<file path="config.mk">
export PLATFORM = sky130hd
export DESIGN_NAME = rr_lock_arbiter_flat
export DESIGN_NICKNAME = d
export VERILOG_FILES = /design/src/rtl/rr_lock_arbiter_pkg.sv /design/src/rtl/rr_lock_arbiter_if.sv /design/src/rtl/rr_lock_arbiter_rr_pick.sv /design/src/rtl/rr_lock_arbiter.sv /design/src/flat_wrapper.sv
export SDC_FILE = /design/constraint.sdc
export NUM_CORES = 1
export LEC_CHECK = 0
export ABC_AREA = 1
export CAP_MARGIN = 10
export CORE_UTILIZATION = 28
export CTS_CLUSTER_DIAMETER = 200
export CTS_CLUSTER_SIZE = 14
export DETAILED_ROUTE_END_ITERATION = 8
export PLACE_DENSITY = 0.89
export SETUP_SLACK_MARGIN = 0.1
export SYNTH_ARGS = -nofsm -noshare
export SYNTH_HDL_FRONTEND = slang
export SYNTH_HIERARCHICAL = 1
export SYNTH_SLANG_ARGS = --single-unit
</file>
<file path="constraint.sdc">
create_clock -name AXI_CLK_i -period 3.8 [get_ports AXI_CLK_i]
set_input_delay 0.95 -clock AXI_CLK_i [delete_from_list [all_inputs] [get_ports AXI_CLK_i]]
set_output_delay 0.95 -clock AXI_CLK_i [all_outputs]
set_load 0.05 [all_outputs]
</file>
<file path="src/rtl/rr_lock_arbiter_pkg.sv">
// Shared types and constants for the round-robin / fixed-priority lock arbiter.
package arb_pkg;

  typedef enum logic {
    IDLE   = 1'b0,
    LOCKED = 1'b1
  } arb_state_e;

  localparam int ARB_FIXED = 0;
  localparam int ARB_RR    = 1;

  // Index successor with wrap at n (n need not be a power of two).
  function automatic int unsigned wrap_inc(input int unsigned idx, input int unsigned n);
    if (idx + 1 >= n) return 0;
    return idx + 1;
  endfunction

endpackage

</file>
<file path="src/rtl/rr_lock_arbiter_if.sv">
// Request/grant bundle between N sources, the arbiter and one downstream channel.
interface rr_lock_arbiter_if #(
  parameter int DATA_SIZE = 32,
  parameter int NUM_IN    = 4
);
  localparam int IDX_W = $clog2(NUM_IN);

  logic [NUM_IN*DATA_SIZE-1:0] in_data;
  logic [NUM_IN-1:0]           in_valid;
  logic                        out_grant;
  logic [DATA_SIZE-1:0]        out_data;
  logic                        out_valid;
  logic [NUM_IN-1:0]           in_grant;
  logic [IDX_W-1:0]            sel;
  logic                        locked;

  modport slave (
    input  in_data, in_valid, out_grant,
    output out_data, out_valid, in_grant, sel, locked
  );

  modport master (
    output in_data, in_valid, out_grant,
    input  out_data, out_valid, in_grant, sel, locked
  );

endinterface

</file>
<file path="src/rtl/rr_lock_arbiter_rr_pick.sv">
// Masked priority encoder: lowest request at or above i_ptr, else lowest overall.
module rr_pick #(
  parameter int N = 4,
  localparam int IDX_W = $clog2(N)
) (
  input  logic [N-1:0]     i_req,
  input  logic [IDX_W-1:0] i_ptr,
  output logic [IDX_W-1:0] o_idx,
  output logic             o_any
);

  logic [N-1:0] w_hi_mask;
  logic [N-1:0] w_hi_req;

  function automatic logic [IDX_W-1:0] lowest(input logic [N-1:0] v);
    logic [IDX_W-1:0] r;
    r = '0;
    for (int i = N - 1; i >= 0; i--) begin
      if (v[i]) r = IDX_W'(i);
    end
    return r;
  endfunction

  assign w_hi_mask = ~((N'(1) << i_ptr) - N'(1));
  assign w_hi_req  = i_req & w_hi_mask;
  assign o_any     = |i_req;

  // With nothing requested the pointer itself is reported as the index.
  always_comb begin
    o_idx = i_ptr;
    if (|w_hi_req)   o_idx = lowest(w_hi_req);
    else if (|i_req) o_idx = lowest(i_req);
  end

endmodule

</file>
<file path="src/rtl/rr_lock_arbiter.sv">
// N-input arbiter that holds the presented source until the output handshake completes.
module rr_lock_arbiter
  import arb_pkg::*;
#(
  parameter int DATA_SIZE = 32,
  parameter int NUM_IN    = 4,
  parameter int RR_MODE   = ARB_RR
) (
  input logic              AXI_CLK_i,
  input logic              AXI_RSTn_i,
  rr_lock_arbiter_if.slave bus
);

  localparam int IDX_W = $clog2(NUM_IN);

  arb_state_e        r_state;
  arb_state_e        w_state_nxt;
  logic [IDX_W-1:0]  r_lock_idx;
  logic [IDX_W-1:0]  w_lock_idx_nxt;
  logic [IDX_W-1:0]  r_rr_ptr;
  logic [IDX_W-1:0]  w_rr_ptr_nxt;
  logic [IDX_W-1:0]  w_ptr;
  logic [IDX_W-1:0]  w_win_idx;
  logic              w_win_any;
  logic [IDX_W-1:0]  w_sel;
  logic              w_out_valid;
  logic              w_hs;
  logic [NUM_IN-1:0] w_grant;

  assign w_ptr = (RR_MODE == ARB_FIXED) ? '0 : r_rr_ptr;

  rr_pick #(.N(NUM_IN)) u_pick (
    .i_req (bus.in_valid),
    .i_ptr (w_ptr),
    .o_idx (w_win_idx),
    .o_any (w_win_any)
  );

  // Reset forces index 0 and no valid regardless of the stored state.
  always_comb begin
    w_sel       = '0;
    w_out_valid = 1'b0;
    if (AXI_RSTn_i) begin
      if (r_state == LOCKED) begin
        w_sel       = r_lock_idx;
        w_out_valid = bus.in_valid[r_lock_idx];
      end else begin
        w_sel       = w_win_idx;
        w_out_valid = w_win_any;
      end
    end
  end

  assign w_hs = w_out_valid && bus.out_grant;

  always_comb begin
    w_grant = '0;
    if (w_hs) w_grant[w_sel] = 1'b1;
  end

  assign bus.sel       = w_sel;
  assign bus.out_valid = w_out_valid;
  assign bus.in_grant  = w_grant;
  assign bus.out_data  = bus.in_data[w_sel*DATA_SIZE +: DATA_SIZE];
  assign bus.locked    = AXI_RSTn_i && (r_state == LOCKED);

  always_comb begin
    w_state_nxt    = r_state;
    w_lock_idx_nxt = r_lock_idx;
    w_rr_ptr_nxt   = r_rr_ptr;
    case (r_state)
      IDLE: begin
        if (w_hs) begin
          if (RR_MODE == ARB_RR)
            w_rr_ptr_nxt = IDX_W'(wrap_inc(int'(w_win_idx), NUM_IN));
        end else if (w_out_valid) begin
          w_lock_idx_nxt = w_win_idx;
          w_state_nxt    = LOCKED;
        end
      end
      LOCKED: begin
        if (w_hs) begin
          w_state_nxt = IDLE;
          if (RR_MODE == ARB_RR)
            w_rr_ptr_nxt = IDX_W'(wrap_inc(int'(r_lock_idx), NUM_IN));
        end else if (!bus.in_valid[r_lock_idx]) begin
          // Requester withdrew: release without granting or moving the pointer.
          w_state_nxt = IDLE;
        end
      end
      default: w_state_nxt = IDLE;
    endcase
  end

  always_ff @(posedge AXI_CLK_i) begin
    if (!AXI_RSTn_i) begin
      r_state    <= IDLE;
      r_lock_idx <= '0;
      r_rr_ptr   <= '0;
    end else begin
      r_state    <= w_state_nxt;
      r_lock_idx <= w_lock_idx_nxt;
      r_rr_ptr   <= w_rr_ptr_nxt;
    end
  end

endmodule

</file>
<file path="src/flat_wrapper.sv">
// flat-port wrapper written by rule: the top's interface ports become plain ports
module rr_lock_arbiter_flat import arb_pkg::*;
#(
  parameter int DATA_SIZE = 32,
  parameter int NUM_IN    = 4,
  parameter int RR_MODE   = ARB_RR
)
  (AXI_CLK_i, AXI_RSTn_i, bus_in_data, bus_in_valid, bus_out_grant, bus_out_data, bus_out_valid, bus_in_grant, bus_sel, bus_locked);
  rr_lock_arbiter_if #(.DATA_SIZE(DATA_SIZE), .NUM_IN(NUM_IN)) bus_i ();
  input logic AXI_CLK_i;
  input logic AXI_RSTn_i;
  input wire logic [$bits(bus_i.in_data)-1:0] bus_in_data;
  input wire logic [$bits(bus_i.in_valid)-1:0] bus_in_valid;
  input wire logic [$bits(bus_i.out_grant)-1:0] bus_out_grant;
  output wire logic [$bits(bus_i.out_data)-1:0] bus_out_data;
  output wire logic [$bits(bus_i.out_valid)-1:0] bus_out_valid;
  output wire logic [$bits(bus_i.in_grant)-1:0] bus_in_grant;
  output wire logic [$bits(bus_i.sel)-1:0] bus_sel;
  output wire logic [$bits(bus_i.locked)-1:0] bus_locked;
  assign bus_i.in_data = bus_in_data;
  assign bus_i.in_valid = bus_in_valid;
  assign bus_i.out_grant = bus_out_grant;
  assign bus_out_data = bus_i.out_data;
  assign bus_out_valid = bus_i.out_valid;
  assign bus_in_grant = bus_i.in_grant;
  assign bus_sel = bus_i.sel;
  assign bus_locked = bus_i.locked;
  rr_lock_arbiter #(.DATA_SIZE(DATA_SIZE), .NUM_IN(NUM_IN), .RR_MODE(RR_MODE)) u_core (.AXI_CLK_i(AXI_CLK_i), .AXI_RSTn_i(AXI_RSTn_i), .bus(bus_i));
endmodule
</file>
After elaboration in Yosys (flattened, before gate mapping)
Index checks and enable logic that the tools add are counted.

operators by class
  add/subtract/negate cells = 3
  $lt $le $gt $ge = 5
  eq/ne operators = 2
  shift operators = 2
  multiplexer cells = 35
  bitwise operators = 4
  reductions and logical operators = 7

operators with widths
  cell                   count
  $shiftx A128 B8 Y32    1
  $mux W2                16
  $mux W1                14
  $reduce_or A4 Y1       2
  $add A2 B1 Y3 const B  2
  $ge A3 B3 Y1 const B   2
  $lt A2 B3 Y1 const B   2
  $and A4 B4 Y4          1
  $mux W4                1
  $not A4 Y4             1
  $pmux W2 S2            1
  $shl A1 B2 Y4 const A  1
  $sub A4 B2 Y4 const B  1
  $logic_and A1 B1 Y1    3
  $reduce_and A3 Y1      1
  $bmux W1 S2            1
  $demux W1 S2           1
  $ge A2 B1 Y1 const B   1
  $ne A2 B1 Y1 const B   1
  $ne A2 B2 Y1 const B   1
  $not A1 Y1             2
  $pmux W1 S2            1
  $reduce_and A2 Y1      1

word-level totals
  register bits = 5
  output and inout bits = 40
  word-level logic and storage cells = 61

Logic depth before layout (Yosys ltp)
Gate-level depths: netlist (run 1).

  depth after elaboration = 17
  depth in mapped cells = 15
  mapped depth without buffers = 14

Modules after synthesis
Netlist (run 1), hierarchy kept.

modules (own cells, without submodules)
  module           instances  cells an instance  area an instance (µm²)  sequential area each (µm²)
  rr_lock_arbiter  1          233                1199.9                  100.1
  rr_pick          1          29                 128.9                   0.0

Worst setup path after synthesis (run 1)
No wires, ideal clock.

  path kind = input port to output port
  start point = input AXI_RSTn_i
  end point = output bus_in_grant[0]
  data arrival time = 3.355 ns
  required time = 2.850 ns
  path slack = -0.505 ns
  stages on the path = 7
  path buffers = 1
  path through = buf_2 nand2_1 inv_1 nand3_1 nand2_1 nand2_1 nor3_1

between the ends
  elaborated cells between the ends (all ways) = 9
  those cells by class = order compare: 2; mux: 5; reduce/logical: 2

RTL lines
  element              RTL line               source
  start: declaration   flat_wrapper.sv:11     input logic AXI_RSTn_i;
  $mux W1              rr_lock_arbiter.sv:43  if (AXI_RSTn_i) begin
  via bus_out_valid    flat_wrapper.sv:16     output wire logic [$bits(bus_i.out_valid)-1:0] bus_out_valid;
  $logic_and A1 B1 Y1  rr_lock_arbiter.sv:54  assign w_hs = w_out_valid && bus.out_grant;
  $mux W4              rr_lock_arbiter.sv:58  if (w_hs) w_grant[w_sel] = 1'b1;
  end: declaration     flat_wrapper.sv:17     output wire logic [$bits(bus_i.in_grant)-1:0] bus_in_grant;

The timed path passes the listed nets, and every way through them passes these cells.

Worst setup path after layout (run 1)
  start point = input bus_in_valid[3]
  end point = output bus_out_data[1]

between the ends
  word-level cells in the longest chain between the ends = 9
  elaborated cells between the ends (all ways) = 16
  those cells by class = shift: 1; mux: 12; bitwise: 1; reduce/logical: 2

ends and longest elaborated chain
  element                                          RTL line                                                      source
  start: declaration                               flat_wrapper.sv:13                                            input wire logic [$bits(bus_i.in_valid)-1:0] bus_in_valid;
  $mux W2 / $and A4 B4 Y4 (equally long branches)  rr_lock_arbiter_rr_pick.sv:19, rr_lock_arbiter_rr_pick.sv:25
  $mux W2 (3 in series)                            rr_lock_arbiter_rr_pick.sv:19                                 if (v[i]) r = IDX_W'(i);
  $mux W2, on equally long branches                rr_lock_arbiter_rr_pick.sv:32, rr_lock_arbiter_rr_pick.sv:19
  $mux W2 *                                        rr_lock_arbiter_rr_pick.sv:31                                 if (|w_hi_req) o_idx = lowest(w_hi_req);
  via u_core.w_win_idx[0]                          rr_lock_arbiter.sv:23                                         logic [IDX_W-1:0] w_win_idx;
  $mux W2 *                                        rr_lock_arbiter.sv:44                                         if (r_state == LOCKED) begin
  $mux W2 *                                        rr_lock_arbiter.sv:43
  $shiftx A128 B8 Y32 *                            rr_lock_arbiter.sv:64                                         assign bus.out_data = bus.in_data[w_sel*DATA_SIZE +: DATA_SIZE];
  end: declaration                                 flat_wrapper.sv:15                                            output wire logic [$bits(bus_i.out_data)-1:0] bus_out_data;

Mark *: on every way through the listed nets, which the timed path passes. The rest lies on a longest branch.

==> results of run 1 <==
-- metrics by stage --
step | hold WS (ns) | power (µW) | std cells | setup slack (ns) | instance area (µm²)
2_1_floorplan | 0.4959 | 471.2 | 262 | 0.07866 | 1380
3_3_place_gp | 0.5386 | 976.0 | 491 | -0.01424 | 3692
3_5_place_dp | 0.5491 | 989.2 | 491 | -0.1317 | 3692
4_1_cts | 0.5536 | 1106 | 497 | 0.1244 | 3786
5_1_grt | 0.5971 | 1154 | 498 | 0.1436 | 3790
6_report | 0.5488 | 1106 | 498 | 0.2553 | 3790
-- worst min path at each step --
stage,start,endpoint,slack (ns),cells after the start
floorplan,u_core/r_rr_ptr[0],u_core/r_rr_ptr[0],0.50,2
global placement,u_core/r_rr_ptr[1],u_core/r_rr_ptr[1],0.54,2
detailed placement,u_core/r_rr_ptr[1],u_core/r_rr_ptr[1],0.55,2
CTS,u_core/r_rr_ptr[1],u_core/r_rr_ptr[1],0.55,2
global route,u_core/r_lock_idx[1],u_core/r_lock_idx[1],0.60,2
finish,u_core/r_rr_ptr[1],u_core/r_rr_ptr[1],0.55,2
-- cell families after synthesis --
kind of cell	after synthesis
simple gates	217
buf+inv	30
compound gates	7
flops	5
fa+ha+maj	2
mux	1
-- timing repair --
item                       4_1_cts  5_1_grt
setup endpoints to repair       36       33
setup buffers                    1        1
gates cloned                     1        0
pin swaps                        3        7
gates resized for setup          7       12
-- cell usage after synthesis --
| cell type | instances | area, µm² |
|---|---|---|
| nand2_1 | 126 | 473.0 |
| nand3_1 | 39 | 195.2 |
| nand4_1 | 32 | 200.2 |
| inv_1 | 11 | 41.29 |
| buf_2 | 7 | 35.03 |
| clkbuf_1 | 6 | 22.52 |
| nor2_1 | 6 | 22.52 |
| dfxtp_1 | 5 | 100.1 |
| nor2_4 | 5 | 56.30 |
| a21oi_1 | 4 | 20.02 |
| nor3_1 | 4 | 20.02 |
| buf_6 | 2 | 22.52 |
| ha_1 | 2 | 25.02 |
| inv_2 | 2 | 7.510 |
| nand2_2 | 2 | 12.51 |
| nor2_2 | 2 | 12.51 |
| o31ai_1 | 2 | 15.01 |
| buf_4 | 1 | 7.510 |
| inv_4 | 1 | 6.260 |
| mux2i_1 | 1 | 10.01 |
| nand3_4 | 1 | 17.52 |
| o22ai_1 | 1 | 6.260 |
-- power groups by stage --
stage	registers [µW]	logic, µW	clock network [µW]
final	62.9	943	99.9
after detailed placement	63.5	926	0
after global placement	63.0	913	0
after global routing	63.7	982	108
after floorplan	61.7	409	0
after CTS	62.7	942	101
-- flip-flops by register name, indices dropped and copies added (netlist names) --
name / count
u_core/r_lock_idx: 2
u_core/r_state: 1
u_core/r_rr_ptr: 2
-- layer usage --
| metal | track usage, % | wire (µm) | vias to the layer above |
|---|---|---|---|
| li1 | - | - | 1247 |
| met1 | 31.04 | 2724 | 1133 |
| met2 | 57.69 | 4035 | 153 |
| met3 | 5.556 | 628 | 20 |
| met4 | 9.778 | 193 | 0 |
| met5 | 0 | 0 | - |
-- worst max-delay path: cells and delay by family --
kind                   cells  cell delay [ns]
buffers and inverters      5             0.59
AND/OR/NAND/NOR           10             1.05
-- cell type report --
| type | instances | area [µm²] |
|---|---|---|
| Sequential cell | 5 | 100.1 |
| Clock buffer | 4 | 45.04 |
| Timing Repair Buffer | 196 | 2376 |
| Multi-Input combinational cell | 227 | 1145 |
| Inverter | 14 | 58.81 |
| Tap cell | 52 | 65.06 |
| Fill cell | 267 | 654.4 |
==> run_results.csv, run 1 <==
group,metric,value,unit
outcome,outcome,"complete, but fails checks",
outcome,violations,"design-rule violations",
place,place.gp.congestion,0.8751,
clocking,cts_tree,"done",
cells_and_area,final_cell_mix,"129 x clkdlybuf4s50_1, 124 x nand2_1, 45 x buf_12",
floorplanning,coreArea,0.004444,mm²
clocking,cts.sinks,5,
cells_and_area,mostFrequentLayoutCell,"clkdlybuf4s50_1",
power,pwr-share-comb,85.3,%
critical_path,slowest_stage,"nor2_2",
power,peakVddDrop,0.2193,mV
logic_synthesis,synth_cell_types,22,
critical_path,max_stage_delay,0.16,ns
power,leakagePower,0.001588,µW
sta,max_slew.worst_pin.slew,0.2774,ns
cells_and_area,drive_gt1_share,20.63,%
critical_path,crit_fanout,11,
logic_synthesis,syn_inst,262,
power,p_sw,507.9,µW
clocking,clk_path_buf_depth,2,
cells_and_area,area.growth.synth_to_final,185.2,%
logic_synthesis,synth_top_family_by_area,"simple AND/OR/NAND/NOR gates",
min_path,worstHoldPathType,"reg -> reg",
cells_and_area,num_antenna_cells,0,
critical_path,crit_type,"in -> out",
floorplanning,die_w,70.89,µm
global_route,grt_max_degree,33,
sta,hold_viol,0,
sta,slew_viol_final,0,
drt,vias_per_cell,5.127,
sta,fin_setup_tns,0,ns
logic_synthesis,synth_compound_area_share,3.107,%
logic_synthesis,syn-num-nets,399,
sta,relSlewSlack,81.48,%
global_route,grt_overflow,0,
critical_path,cp_common_cell,"nand2_1",
place,hpwl,6213,µm
clocking,insertion_delay,0.23,ns
global_route,grt_pass1_vias,2491,
floorplanning,die_area,0.005025,mm²
clocking,numCtsBuffers,3,
power,powerDensity,291.8,mW/mm²
power,p_int,597.9,µW
critical_path,cp-start-kind,"input port",
cells_and_area,fin_nets,584,
critical_path,end_kind,"output port",
drt,wl_per_cell,15.22,µm
critical_path,cp_cell_sequence,"clkbuf_2 > nor2_2 > nand3_1 > nand2_1 > nand2_1 > nand2_1 > inv_1 > nand2_2 > nand3_4 > nor2_4 > buf_12 > buf_12 > nand2_1 > nand4_1 > buf_12",
clocking,cts-hold-fix-buffers,0,
floorplanning,die_height,70.89,µm
floorplanning,fp-row-count,24,
global_route,grt_pass1_wl,11720,µm
sta,setup_viol,0,
critical_path,reg2reg_depth,11,
clocking,ctsHtreeMaxLevel,1,
power,clkPwrFrac,9.0,%
place,portBuffers,174,
logic_synthesis,synthAdderAreaFrac,1.883,%
power,swShare,45.93,%
drt,drtIter0Drc,124,
drt,vias,2553,
critical_path,rr_endpoint,"u_core/r_rr_ptr[1]",
drt,drc_errors,22,
floorplanning,start_util,29.90,%
critical_path,critPathLaunch,"bus_in_valid[3]",
clocking,cts_root_buffer,"clkbuf_8",
logic_synthesis,synth_area,0.001329,mm²
logic_synthesis,yosys.area_share.simple,75.99,%
drt,postRouteWirelength,7582,µm
logic_synthesis,synthXorXnorAreaFrac,0,%
cells_and_area,final_core_util,85.28,%
sta,fmax,0.2821,GHz
logic_synthesis,synth-seq-area-share,7.533,%
logic_synthesis,ys_ff_latch,5,
sta,finalCriticalPeriod,3.545,ns
power,power_frac_seq,5.7,%
logic_synthesis,yosys_warnings,6,
global_route,grt_usage,29.37,%
sta,finClkSkew,0.003732,ns
sta,rsz0062_at_grt,"false",
critical_path,r2r-start,"u_core/r_rr_ptr[0]",
sta,finalCritPeriodShare,93.28,%
flow_run,max_cap_violations,0,
critical_path,r2r_slack,2.13,ns
global_route,antenna_found_initial,0,
floorplanning,ios,175,
logic_synthesis,syn_avg_cell_area,5.072,µm²
logic_synthesis,muxShareOfSynthArea,0.7533,%
clocking,clk_pin_slew,0.03,ns
critical_path,arrival,2.59,ns
critical_path,endpoint,"bus_out_data[1]",
drt,final_antenna_net_count,0,
critical_path,critPathRequiredTime,2.85,ns
drt,dr.pass1.iters,6,
Note: power is estimated with default switching activity, not from simulation.
==> inputs of run 2 (changes only) <==
PLACE_DENSITY = 0.95   (was 0.89)
==> run 2 against run 1 <==
The run now ends clean; combinational power grew 1%; global-route usage grew 3.5 points; worst hold slack improved by 0.015 ns; wire length is 11% higher; sequential power about the same; register-to-register slack lost 0.13 ns; critical path depth unchanged; non-clock buffer count grew 3; count of clock-buffer cells in the layout stayed put; flip-flop and latch count unchanged.
==> run_results.csv, run 2 (synthesized netlist as in run 1, its figures left out) <==
group,metric,value,unit
floorplanning,die_height,70.89,µm
critical_path,cp-start-kind,"input port",
place,portBuffers,174,
cells_and_area,area.growth.synth_to_final,188.2,%
clocking,clk_pin_slew,0.04,ns
drt,postRouteWirelength,8391,µm
cells_and_area,drive_gt1_share,20.94,%
drt,vias,2634,
sta,setup_viol,0,
cells_and_area,seqCellArea,100.1,µm²
global_route,grt_pass1_vias,2691,
clocking,ctsHtreeMaxLevel,1,
clocking,insertion_delay,0.23,ns
drt,drtIter0Drc,229,
cells_and_area,mostFrequentLayoutCell,"clkdlybuf4s50_1",
critical_path,crit_fanout,10,
clocking,cts_tree,"done",
power,leakagePower,0.001605,µW
drt,final_antenna_net_count,0,
outcome,outcome,"complete, no violations",
global_route,grt_overflow,0,
power,power.total,1124,µW
sta,finalCriticalPeriod,3.632,ns
floorplanning,ios,175,
min_path,worstHoldPathType,"reg -> reg",
drt,dr.pass1.iters,6,
min_path,min_from,"u_core/r_lock_idx[1]",
clocking,numCtsBuffers,3,
global_route,grt_max_degree,21,
cells_and_area,reg_top3,"u_core/r_lock_idx x2, u_core/r_rr_ptr x2, u_core/r_state x1",
floorplanning,fp-row-count,24,
floorplanning,start_util,29.90,%
power,peakVddDrop,0.2211,mV
critical_path,crit_type,"in -> out",
critical_path,critPathRequiredTime,2.85,ns
sta,relSlewSlack,80.66,%
sta,rsz0062_at_grt,"false",
sta,setup_ws,0.1676,ns
critical_path,r2r-start,"u_core/r_rr_ptr[0]",
global_route,grt_pass1_wl,12740,µm
sta,max_slew.worst_pin.slew,0.2890,ns
place,dp_slack,-0.1667,ns
sta,finClkSkew,0.0009987,ns
floorplanning,die_w,70.89,µm
floorplanning,coreArea,0.004444,mm²
cells_and_area,multi_input_area,0.001141,mm²
drt,wl_per_cell,16.75,µm
global_route,grt_usage,32.84,%
place,place.gp.congestion,0.9815,
clocking,cts.sinks,5,
clocking,cts_root_buffer,"clkbuf_8",
clocking,clk_path_buf_depth,2,
floorplanning,die_area,0.005025,mm²
sta,finalCritPeriodShare,95.59,%
critical_path,r2r_slack,2.00,ns
cells_and_area,num_antenna_cells,0,
critical_path,arrival,2.68,ns
critical_path,rr_endpoint,"u_core/r_rr_ptr[1]",
clocking,cts-hold-fix-buffers,0,
power,powerDensity,293.4,mW/mm²
critical_path,end_kind,"output port",
critical_path,reg2reg_depth,11,
global_route,antenna_found_initial,0,
place,hpwl,6874,µm
drt,drc_errors,0,
flow_run,max_cap_violations,0,
drt,vias_per_cell,5.257,
sta,hold_viol,0,
sta,slew_viol_final,0,
cells_and_area,fillers,249,
sta,fmax,0.2753,GHz
min_path,hold_depth,2,
cells_and_area,fin_nets,587,
cells_and_area,final_cell_mix,"129 x clkdlybuf4s50_1, 123 x nand2_1, 47 x buf_12",
min_path,min_to,"u_core/r_lock_idx[1]",
-- run 2: cell count changes in the layout (fill, tap and decap cells not counted), sizes merged --
cell  change
buf       +3
-- run 2: per-layer routing --
layer	GRT usage [%]	vias to the layer above	part of all wire [%]
li1	-	1257	-
met1	32.76	1196	35
met2	65.06	150	55
met3	6.980	31	6.6
met4	13.56	0	3.4
met5	0	-	0
-- run 2: critical path, stage by stage --
cell and delay [ns]:
clkbuf_2 0.13, nor2_2 0.18, nand3_1 0.12, nand2_1 0.09, nand2_1 0.06, nand2_1 0.07
inv_1 0.06, nand2_2 0.09, nand3_4 0.13, nor2_4 0.17, buf_12 0.12, buf_12 0.13
nand2_1 0.06, nand4_1 0.16, buf_12 0.16
-- run 2: what timing repair did --
| action | 4_1_cts | 5_1_grt |
|---|---|---|
| cloned | 1 | 0 |
| pin swaps | 13 | 13 |
| endpoints found under the setup margin | 36 | 33 |
| gates resized for setup | 7 | 10 |
| setup buffers | 1 | 3 |
-- run 2: final cells by class --
class                   instances  area share (%)
repair buffers                199           63.18
multi-input cells             227           29.79
flip-flops and latches          5           2.614
well taps                      52           1.699
inverters                      14           1.535
clock buffers                   4           1.176
-- run 2: where the power goes --
part,internal (µW),leakage (µW),switching [µW]
Combinational,474,0.00154,483
Sequential,57.2,0.0000411,5.66
Clock,72.4,0.0000228,31.2
-- run 2: per-stage QoR --
stage	std cells	hold slack, ns	utilization [%]	area, µm²	TNS [ns]
after CTS	498	0.5481	86.01	3822	0
after detailed placement	492	0.5433	83.81	3725	-4.610
after floorplan	262	0.4959	-	1380	0
final	501	0.5641	86.18	3830	0
after global placement	492	0.5280	83.81	3725	-1.203
after global routing	501	0.5708	86.18	3830	0
-- run 2: worst max path at each step --
stage,startpoint,to,slack [ns]
after floorplan,bus_in_valid[1],bus_out_data[13],0.08
after global placement,bus_in_valid[2],bus_out_data[29],-0.08
after detailed placement,bus_in_valid[3],bus_out_data[2],-0.17
after CTS,bus_in_valid[1],bus_out_data[7],0.10
after global routing,bus_in_valid[3],bus_out_data[24],0.08
final,bus_in_valid[3],bus_out_data[24],0.17
